`config.mk`:
```
export PLATFORM = sky130hd
export DESIGN_NAME = time_set_controller
export DESIGN_NICKNAME = d
export VERILOG_FILES = /design/src/rtl/time_set_controller.sv
export SDC_FILE = /design/constraint.sdc
export NUM_CORES = 1
export LEC_CHECK = 0
export CORE_ASPECT_RATIO = 0.8
export CORE_MARGIN = 4
export CORE_UTILIZATION = 50
export CTS_CLUSTER_SIZE = 30
export DETAILED_ROUTE_END_ITERATION = 6
export PLACE_DENSITY = 0.76
export REMOVE_ABC_BUFFERS = 1
export SETUP_SLACK_MARGIN = 0.02
export SYNTH_ARGS = -nofsm -noshare
export SYNTH_HDL_FRONTEND = slang
export SYNTH_SLANG_ARGS = --single-unit
```
`constraint.sdc`:
```
create_clock -name clk -period 1.9 [get_ports clk]
set_input_delay 0.38 -clock clk [delete_from_list [all_inputs] [get_ports clk]]
set_output_delay 0.38 -clock clk [all_outputs]
set_load 0.01 [all_outputs]
```
`src/rtl/time_set_controller.sv`:
```
// Time-set sequencer: captures live time, edits hours then minutes, commits with a load strobe.
// Define TIMEOUT_EN to abandon an idle edit after TIMEOUT_CYCLES with a one-cycle abort strobe.
module time_set_controller #(
  parameter int BLINK_HALF     = 25_000_000,
  parameter int TIMEOUT_CYCLES = 500_000_000,
  parameter int CNT_W          = 29
) (
  input  logic       clk,
  input  logic       reset,
  input  logic       mode_tick,
  input  logic       up_tick,
  input  logic       down_tick,
  input  logic [4:0] cur_hours,
  input  logic [5:0] cur_minutes,
  output logic       set_active,
  output logic [4:0] hours_out,
  output logic [5:0] minutes_out,
  output logic       load_pulse,
  output logic       blank_hours,
  output logic       blank_minutes,
  output logic       abort_pulse
);

  if (BLINK_HALF < 2 || TIMEOUT_CYCLES < 2) begin : g_param_chk
    $error("BLINK_HALF and TIMEOUT_CYCLES must be >= 2");
  end

  typedef enum logic [1:0] {
    RUN     = 2'd0,
    SET_HR  = 2'd1,
    SET_MIN = 2'd2,
    COMMIT  = 2'd3
  } state_e;

  state_e           state_q, state_d;
  logic [4:0]       hours_q, hours_d;
  logic [5:0]       minutes_q, minutes_d;
  logic [CNT_W-1:0] blink_q, blink_d;
  logic             phase_q, phase_d;
  logic             set_active_q, set_active_d;
  logic             load_q, load_d;
  logic             blank_h_q, blank_h_d;
  logic             blank_m_q, blank_m_d;
  logic             abort_q, abort_d;
  logic             adj;
  logic             in_set;
  logic             timeout;
`ifdef TIMEOUT_EN
  logic [CNT_W-1:0] idle_q, idle_d;
`endif

  always_comb begin
    state_d   = state_q;
    hours_d   = hours_q;
    minutes_d = minutes_q;
    blink_d   = '0;
    phase_d   = 1'b0;
    abort_d   = 1'b0;
    timeout   = 1'b0;
    adj       = up_tick ^ down_tick;
    in_set    = (state_q == SET_HR) || (state_q == SET_MIN);
`ifdef TIMEOUT_EN
    idle_d = '0;
    if (in_set && !mode_tick && !up_tick && !down_tick) begin
      if (idle_q == CNT_W'(TIMEOUT_CYCLES - 1)) timeout = 1'b1;
      else idle_d = idle_q + CNT_W'(1);
    end
`endif
    unique case (state_q)
      RUN: begin
        if (mode_tick) begin
          state_d   = SET_HR;
          hours_d   = cur_hours;
          minutes_d = cur_minutes;
        end
      end
      SET_HR: begin
        if (mode_tick) begin
          state_d = SET_MIN;
        end else if (timeout) begin
          state_d = RUN;
          abort_d = 1'b1;
        end else if (adj) begin
          if (up_tick)
            hours_d = (hours_q == 5'd23) ? 5'd0 : hours_q + 5'd1;
          else
            hours_d = (hours_q == 5'd0) ? 5'd23 : hours_q - 5'd1;
        end
      end
      SET_MIN: begin
        if (mode_tick) begin
          state_d = COMMIT;
        end else if (timeout) begin
          state_d = RUN;
          abort_d = 1'b1;
        end else if (adj) begin
          if (up_tick)
            minutes_d = (minutes_q == 6'd59) ? 6'd0 : minutes_q + 6'd1;
          else
            minutes_d = (minutes_q == 6'd0) ? 6'd59 : minutes_q - 6'd1;
        end
      end
      COMMIT: state_d = RUN;
      default: state_d = RUN;
    endcase

    // Blink restarts (shown) on entry and on every accepted edit
    if (in_set && !mode_tick && !timeout && !adj) begin
      if (blink_q == CNT_W'(BLINK_HALF - 1)) begin
        blink_d = '0;
        phase_d = ~phase_q;
      end else begin
        blink_d = blink_q + CNT_W'(1);
        phase_d = phase_q;
      end
    end

    set_active_d = (state_d != RUN);
    load_d       = (state_d == COMMIT);
    blank_h_d    = (state_d == SET_HR) && phase_d;
    blank_m_d    = (state_d == SET_MIN) && phase_d;
  end

  always_ff @(posedge clk) begin
    if (reset) begin
      state_q      <= RUN;
      hours_q      <= '0;
      minutes_q    <= '0;
      blink_q      <= '0;
      phase_q      <= 1'b0;
      set_active_q <= 1'b0;
      load_q       <= 1'b0;
      blank_h_q    <= 1'b0;
      blank_m_q    <= 1'b0;
      abort_q      <= 1'b0;
`ifdef TIMEOUT_EN
      idle_q       <= '0;
`endif
    end else begin
      state_q      <= state_d;
      hours_q      <= hours_d;
      minutes_q    <= minutes_d;
      blink_q      <= blink_d;
      phase_q      <= phase_d;
      set_active_q <= set_active_d;
      load_q       <= load_d;
      blank_h_q    <= blank_h_d;
      blank_m_q    <= blank_m_d;
      abort_q      <= abort_d;
`ifdef TIMEOUT_EN
      idle_q       <= idle_d;
`endif
    end
  end

  assign set_active    = set_active_q;
  assign hours_out     = hours_q;
  assign minutes_out   = minutes_q;
  assign load_pulse    = load_q;
  assign blank_hours   = blank_h_q;
  assign blank_minutes = blank_m_q;
  assign abort_pulse   = abort_q;

endmodule
```
==> results of run 1 <==
## final timing paths
path / slack (ns) / cells after the start / endpoint
max: 0.08 / 7 / minutes_out[5]
min: 0.47 / 1 / blink_q[0]
max reg2reg: 0.08 / 7 / minutes_out[5]
min reg2reg: 0.47 / 1 / blink_q[0]
## sequential cells by signal, summed over array words and instances, names as in the netlist
signal / cells
phase_q: 1
minutes_out: 6
blink_q: 29
state_q: 2
blank_hours: 1
set_active: 1
blank_minutes: 1
hours_out: 5
load_pulse: 1
## through the flow
stage	cell area, um^2	instances
CTS	3223	418
detailed placement	3083	410
finish	3287	418
global route	3287	418
floorplan	2512	294
global placement	3083	410
## placed cells by master (no fill, tap or decap), drive strengths merged, types with 10 or more instances in the layout
cell	n
nor2	50
dfxtp	47
clkdlybuf4s50	29
buf	24
xor2	22
nand2	19
nand3	18
nand4	13
inv	13
xnor2	12
ha	10
## synth_stat cells, types with 3 or more instances
master / n
and4_1: 3
nor4_1: 3
nand2b_1: 4
nand3_1: 17
nor2_1: 50
ha_1: 10
o21ai_0: 8
and3_1: 4
clkbuf_1: 5
xnor2_1: 12
nand2_1: 19
nor3_1: 6
mux2i_1: 4
dfxtp_1: 47
a211oi_1: 4
inv_1: 13
buf_2: 4
xor2_1: 22
nand4_1: 13
a21oi_1: 9
## logic make-up after synthesis
kind of cell | share of synthesized area [%]
compound gates | 12.99
xor+xnor | 11.54
fa+ha+maj | 4.847
buf+inv | 4.556
flops | 36.45
mux | 1.987
other cells | 0.1453
simple gates | 27.49
## where the power goes
group          switching, mW  total [mW]  internal, mW
clock                  0.322       0.848         0.526
sequential            0.0553        1.07          1.02
combinational          0.235       0.497         0.262
total                  0.612        2.42          1.81
## layout make-up
| cell class | instances | share of cell area [%] |
|---|---|---|
| multi-input cells | 234 | 48.15 |
| flip-flops and latches | 47 | 28.89 |
| repair buffers | 54 | 15.07 |
| well taps | 62 | 2.360 |
| clock buffers | 6 | 2.208 |
| clock inverters | 2 | 1.827 |
| inverters | 13 | 1.485 |
## metal layers
metal	GRT usage (%)	up-vias	part of all wire (%)
li1	-	1173	-
met1	26.79	1101	49
met2	28.38	36	47
met3	3.405	2	3.5
met4	5.034	0	0.66
met5	0	-	0
## critical path: stages, from the launching register on
cell and delay, ns:
dfxtp_2 0.33, inv_2 0.10, ha_4 0.15, inv_2 0.05, or4_4 0.52, nor2b_2 0.18, or3_1 0.32, o32ai_2 0.10
## repair_timing
item	CTS	global route
endpoints found under the setup margin	2	40
pin swaps	0	1
gates resized for setup	3	19
cloned	0	0
hold endpoints to repair	0	0
==> results by group, run 1 <==
Synthesis
  • Register bit count reported by yosys: 47
  • Synth Flop Type: dfxtp_1
  • Post-synth EDFFs: 0
  • Avg Synthesized Cell Area: roughly 8.4 um^2
  • Synth Cell Area: between 2000 and 3000 um^2
  • Syn Inst Count: between 300 and 400
  • Seq/Total Area, Yosys: 36.45%
  • Async set or reset register ratio after synthesis: 0%
  • Synthesis Warnings: 0
  • Area contributors post-synth: dfxtp_1 36%, xor2_1 7.5%, nor2_1 7.3%, ha_1 4.8%, xnor2_1 4.1%
  • Synth area leader: dfxtp_1
  • Post-synth cell types: 58
  • Top-area cell type share of the netlist area: between 30 and 40%

Clock tree
  • CTS clk-pin slew, worst paths: approximately 0.08 ns
  • Max H-tree Level: 2
  • Num CTS Buffers: 5
  • Clk root buf: clkbuf_8
  • CTS tree: yes
  • Post CTS Setup Buffer Count: 0
  • CTS sink cnt: 47
  • # hold bufs at CTS: 0
  • Max clock buf depth: 2
  • Worst skew pair latency: roughly 0.29 ns

Floorplanning
  • Core Area: between 5000 and 6000 um^2
  • Initial core utilization: 51.55%
  • Cell Rows: 23
  • I/O pin cnt: 32
  • DIE WIDTH: a little under 90 um
  • Die area: between 6000 and 7000 um^2
  • DIE HEIGHT: between 70 and 80 um

Timing
  • Setup TNS: 0 ns
  • Minimum clock period after layout: 1.818 ns
  • Hold WS: roughly 0.47 ns
  • Crit path setup slack, layout: ~0.082 ns
  • Fmax: about 550 MHz
  • Slew Limit Fails: 0
  • RSZ-0062 raised after global routing: false
  • Setup Skew: between 0.004 and 0.005 ns
  • Period utilization: 95.71%
  • Hold Vio Cnt, Final: 0
  • Final setup viols: 0

GRT
  • First-pass GRT wire length: between 9000 and 10000 um
  • Largest net degree at the start of global routing: 30
  • GRT Util Overall: a little under a fifth
  • Initial antenna violation count: 0
  • Remaining Overflow, GRT: 0
  • Vias in the first global route: about 2100

Worst hold path
  • Worst hold start: blink_q[0]
  • Hold Crit Class: reg -> reg

Route
  • Post-route ant nets: 0
  • Pre-Repair DR Iteration Count: 4
  • Avg WL per Cell: approximately 14 um
  • DRC: 0
  • WL final: just under 6000 um
  • DR vias: 2312
  • Drt first-iter violations: about 120
  • Via/cell ratio: 5.531

Layout
  • # fillers: around 420
  • Ratio of cells with drive above 1 in the final layout: roughly 17%
  • Final Util: between 60% and 70%
  • Multi-input logic area: 1583 um^2
  • ANT cells: 0
  • Fin nets: between 300 and 400
  • Reg area: roughly 950 um^2
  • Area grow syn2layout: 27.34%

Power
  • Peak supply drop: slightly below 0.0005 V
  • Leak: 1.159 nW
  • Pwr/cell area: around 740 nW/um^2
  • Overall Power: 2.420 mW

Critical path
  • CP Launch Type: flop
  • CP startpoint: state_q[0]
  • CP Capture Type: flop
  • Critical Path AT: ~2.0 ns
  • Critical Path RT: roughly 2.1 ns
  • CP Class: reg -> reg
  • R2R Path Start: state_q[0]
  • CP Max Fanout: 3

Place
  • Final Wtd Congestion: between 0.8 and 0.9
  • Detailed placement HPWL: roughly 4200 um
  • Number of port buffers: 30
  • Worst slack, placed: -0.2919 ns

Job
  • Max Cap Violations: 0

Status
  • Status: completed
(Power assumes the default switching activity.)
==> run 2, diff against run 1 <==
- CORE_UTILIZATION: 50 -> 55
- PLACE_DENSITY: 0.76 -> 0.79
- clock period: 1.9 -> 1.8 ns (I/O delays scaled with it)
==> results by group, run 2 (synthesized netlist as in run 1, its figures left out) <==
Clock tree
  • CTS tree: yes (unchanged)
  • CTS clk-pin slew, worst paths: 0.10 ns (was 0.08 ns)
  • # hold bufs at CTS: 0 (unchanged)
  • Max H-tree Level: 2 (unchanged)
  • Clk root buf: clkbuf_8 (unchanged)
  • Num CTS Buffers: 5 (unchanged)
  • Max clock buf depth: 2 (unchanged)
  • Worst skew pair latency: 0.31 ns (was 0.29 ns)
  • CTS sink cnt: 47 (unchanged)

Place
  • Placed cell count: 415 (was 410)
  • Placed cell areas: 3152 um^2 (was 3083 um^2)
  • Number of port buffers: 30 (unchanged)
  • Worst slack, placed: -0.3996 ns (was -0.2919 ns)
  • Detailed placement HPWL: 4123 um (was 4173 um)
  • Final Wtd Congestion: 0.9121 (was 0.8637)

GRT
  • Largest net degree at the start of global routing: 30 (unchanged)
  • GRT Util Overall: 20.01% (was 18.53%)
  • Vias in the first global route: 2086 (was 2104)
  • Initial antenna violation count: 0 (unchanged)
  • Remaining Overflow, GRT: 0 (unchanged)
  • First-pass GRT wire length: 9811 um (was 9584 um)

Critical path
  • Critical Path RT: 2.02 ns (was 2.10 ns)
  • R2R Path Start: blink_q[24] (was state_q[0])
  • Reg-to-Reg End: blank_minutes (was minutes_out[5])
  • R2R setup slack: -0.04 ns (was 0.08 ns)
  • CP Capture Type: flop (unchanged)
  • CP Max Fanout: 4 (was 3)
  • CP Launch Type: flop (unchanged)
  • Critical Path AT: 2.07 ns (was 2.02 ns)
  • CP Class: reg -> reg (unchanged)
  • Reg2Reg Depth: 6 (was 7)

Floorplanning
  • Core Area: 4362 um^2 (was 5007 um^2)
  • DIE HEIGHT: 69.28 um (was 72.27 um)
  • Initial core utilization: 59.18% (was 51.55%)
  • DIE WIDTH: 84.59 um (was 88.33 um)
  • Cell Rows: 21 (was 23)
  • I/O pin cnt: 32 (unchanged)
  • Die area: 5860 um^2 (was 6383 um^2)

Job
  • Max Cap Violations: 0 (unchanged)

Worst hold path
  • Hold Path Stages: 1 (unchanged)
  • Hold path endpoint: blink_q[0] (unchanged)
  • Hold Crit Class: reg -> reg (unchanged)
  • Worst hold start: blink_q[0] (unchanged)

Timing
  • Fmax: 542.7 MHz (was 549.9 MHz)
  • Setup Skew: 0.01051 ns (was 0.004622 ns)
  • Crit path setup slack, layout: -0.04278 ns (was 0.08155 ns)
  • Final setup viols: 1 (was 0)
  • Period utilization: 102.4% (was 95.71%)
  • Minimum clock period after layout: 1.843 ns (was 1.818 ns)
  • RSZ-0062 raised after global routing: true (was false)
  • Hold Vio Cnt, Final: 0 (unchanged)
  • Slew Limit Fails: 0 (unchanged)

Route
  • Pre-Repair DR Iteration Count: 4 (unchanged)
  • DRC: 0 (unchanged)
  • Via/cell ratio: 5.759 (was 5.531)
  • Avg WL per Cell: 15.96 um (was 14.06 um)
  • WL final: 6817 um (was 5877 um)
  • DR vias: 2459 (was 2312)
  • Post-route ant nets: 0 (unchanged)
  • Drt first-iter violations: 178 (was 122)

Layout
  • Area grow syn2layout: 35.29% (was 27.34%)
  • Non-filler instance count after layout: 427 (was 418)
  • Most flops, register: blink_q (unchanged)
  • Highest-count cells in the layout ignoring fill and taps: 50 x nor2_1, 35 x dfxtp_1, 35 x buf_4, 29 x clkdlybuf4s50_1, 22 x xor2_1 (was 50 x nor2_1, 42 x dfxtp_1, 29 x clkdlybuf4s50_1, 23 x buf_4, 22 x xor2_1)
  • Most common cell after layout, fill and taps aside: nor2_1 (unchanged)
  • Ratio of cells with drive above 1 in the final layout: 23.78% (was 16.57%)
  • Final Util: 80.06% (was 65.64%)
  • Post-Layout Inst Area: 3492 um^2 (was 3287 um^2)
  • Fin nets: 395 (was 381)
  • ANT cells: 0 (unchanged)
  • Number of flip-flops in the largest register: 29 (unchanged)

Power
  • Leak: 1.258 nW (was 1.159 nW)
  • Overall Power: 2.650 mW (was 2.420 mW)
  • Peak supply drop: 0.0005716 V (was 0.0004950 V)
  • Pwr/cell area: 758.8 nW/um^2 (was 736.2 nW/um^2)

Status
  • Status: finished, violations left (was completed)
  • Failing checks: setup timing
## run 2: cell count changes in the layout (fill, tap and decap cells not counted), moves of 2 or more
cell,previous run,this run
buf_4,23,35
inv_4,0,2
dfxtp_1,42,35
o21ai_1,1,3
o21ai_0,8,6
dfxtp_2,4,11
nor4_1,3,1
## run 2: where the power goes
| group | internal [mW] | switching, mW | total [mW] | leakage (nW) |
|---|---|---|---|---|
| Clock | 0.554 | 0.371 | 0.925 | 0.0644 |
| Combinational | 0.308 | 0.277 | 0.585 | 0.807 |
| Sequential | 1.08 | 0.0609 | 1.14 | 0.386 |
## run 2: what timing repair did
action	4_1_cts	5_1_grt
pin swaps	1	6
buffers inserted	0	3
gates resized for setup	17	30
endpoints found under the setup margin	10	44
gates cloned	0	1
## run 2: metrics by stage
| stage | setup TNS, ns | hold WS (ns) |
|---|---|---|
| after floorplan | -0.8151 | 0.4263 |
| after global placement | -8.596 | 0.4357 |
| after global routing | -0.2391 | 0.4539 |
| final | -0.04278 | 0.4414 |
| after detailed placement | -10.14 | 0.4668 |
| after CTS | 0 | 0.4376 |
## run 2: per-layer routing
layer	wire [um]	GRT usage, %	vias to the layer above
li1	-	-	1207
met1	2997	27.94	1153
met2	3290	31.97	87
met3	395	4.157	12
met4	135	4.042	0
met5	0	0	-
## run 2: worst max path at each step
stage	from	to	slack (ns)	cells after the start
after CTS	hours_out[0]	hours_out[0]	0.02	6
final	blink_q[24]	blank_minutes	-0.04	6
after global placement	up_tick	hours_out[0]	-0.33	6
after floorplan	state_q[0]	minutes_out[5]	-0.23	7
after global routing	blink_q[25]	blank_minutes	-0.16	6
after detailed placement	up_tick	hours_out[3]	-0.40	7
## run 2: layout make-up
class	count	area (um^2)
Multi-Input combinational cell	234	1654
Sequential cell	47	958.4
Fill cell	281	869.6
Timing Repair Buffer	68	618.1
Tap cell	57	71.32
Clock buffer	5	68.82
Clock inverter	3	67.56
Inverter	13	53.80
## run 2: critical path, cell delays in order, from the launching register on
cell and delay, ns:
dfxtp_1 0.41, nor4bb_1 0.29, nand4_1 0.21, nor4_4 0.33, buf_4 0.17, xnor2_2 0.10, nor4b_2 0.25
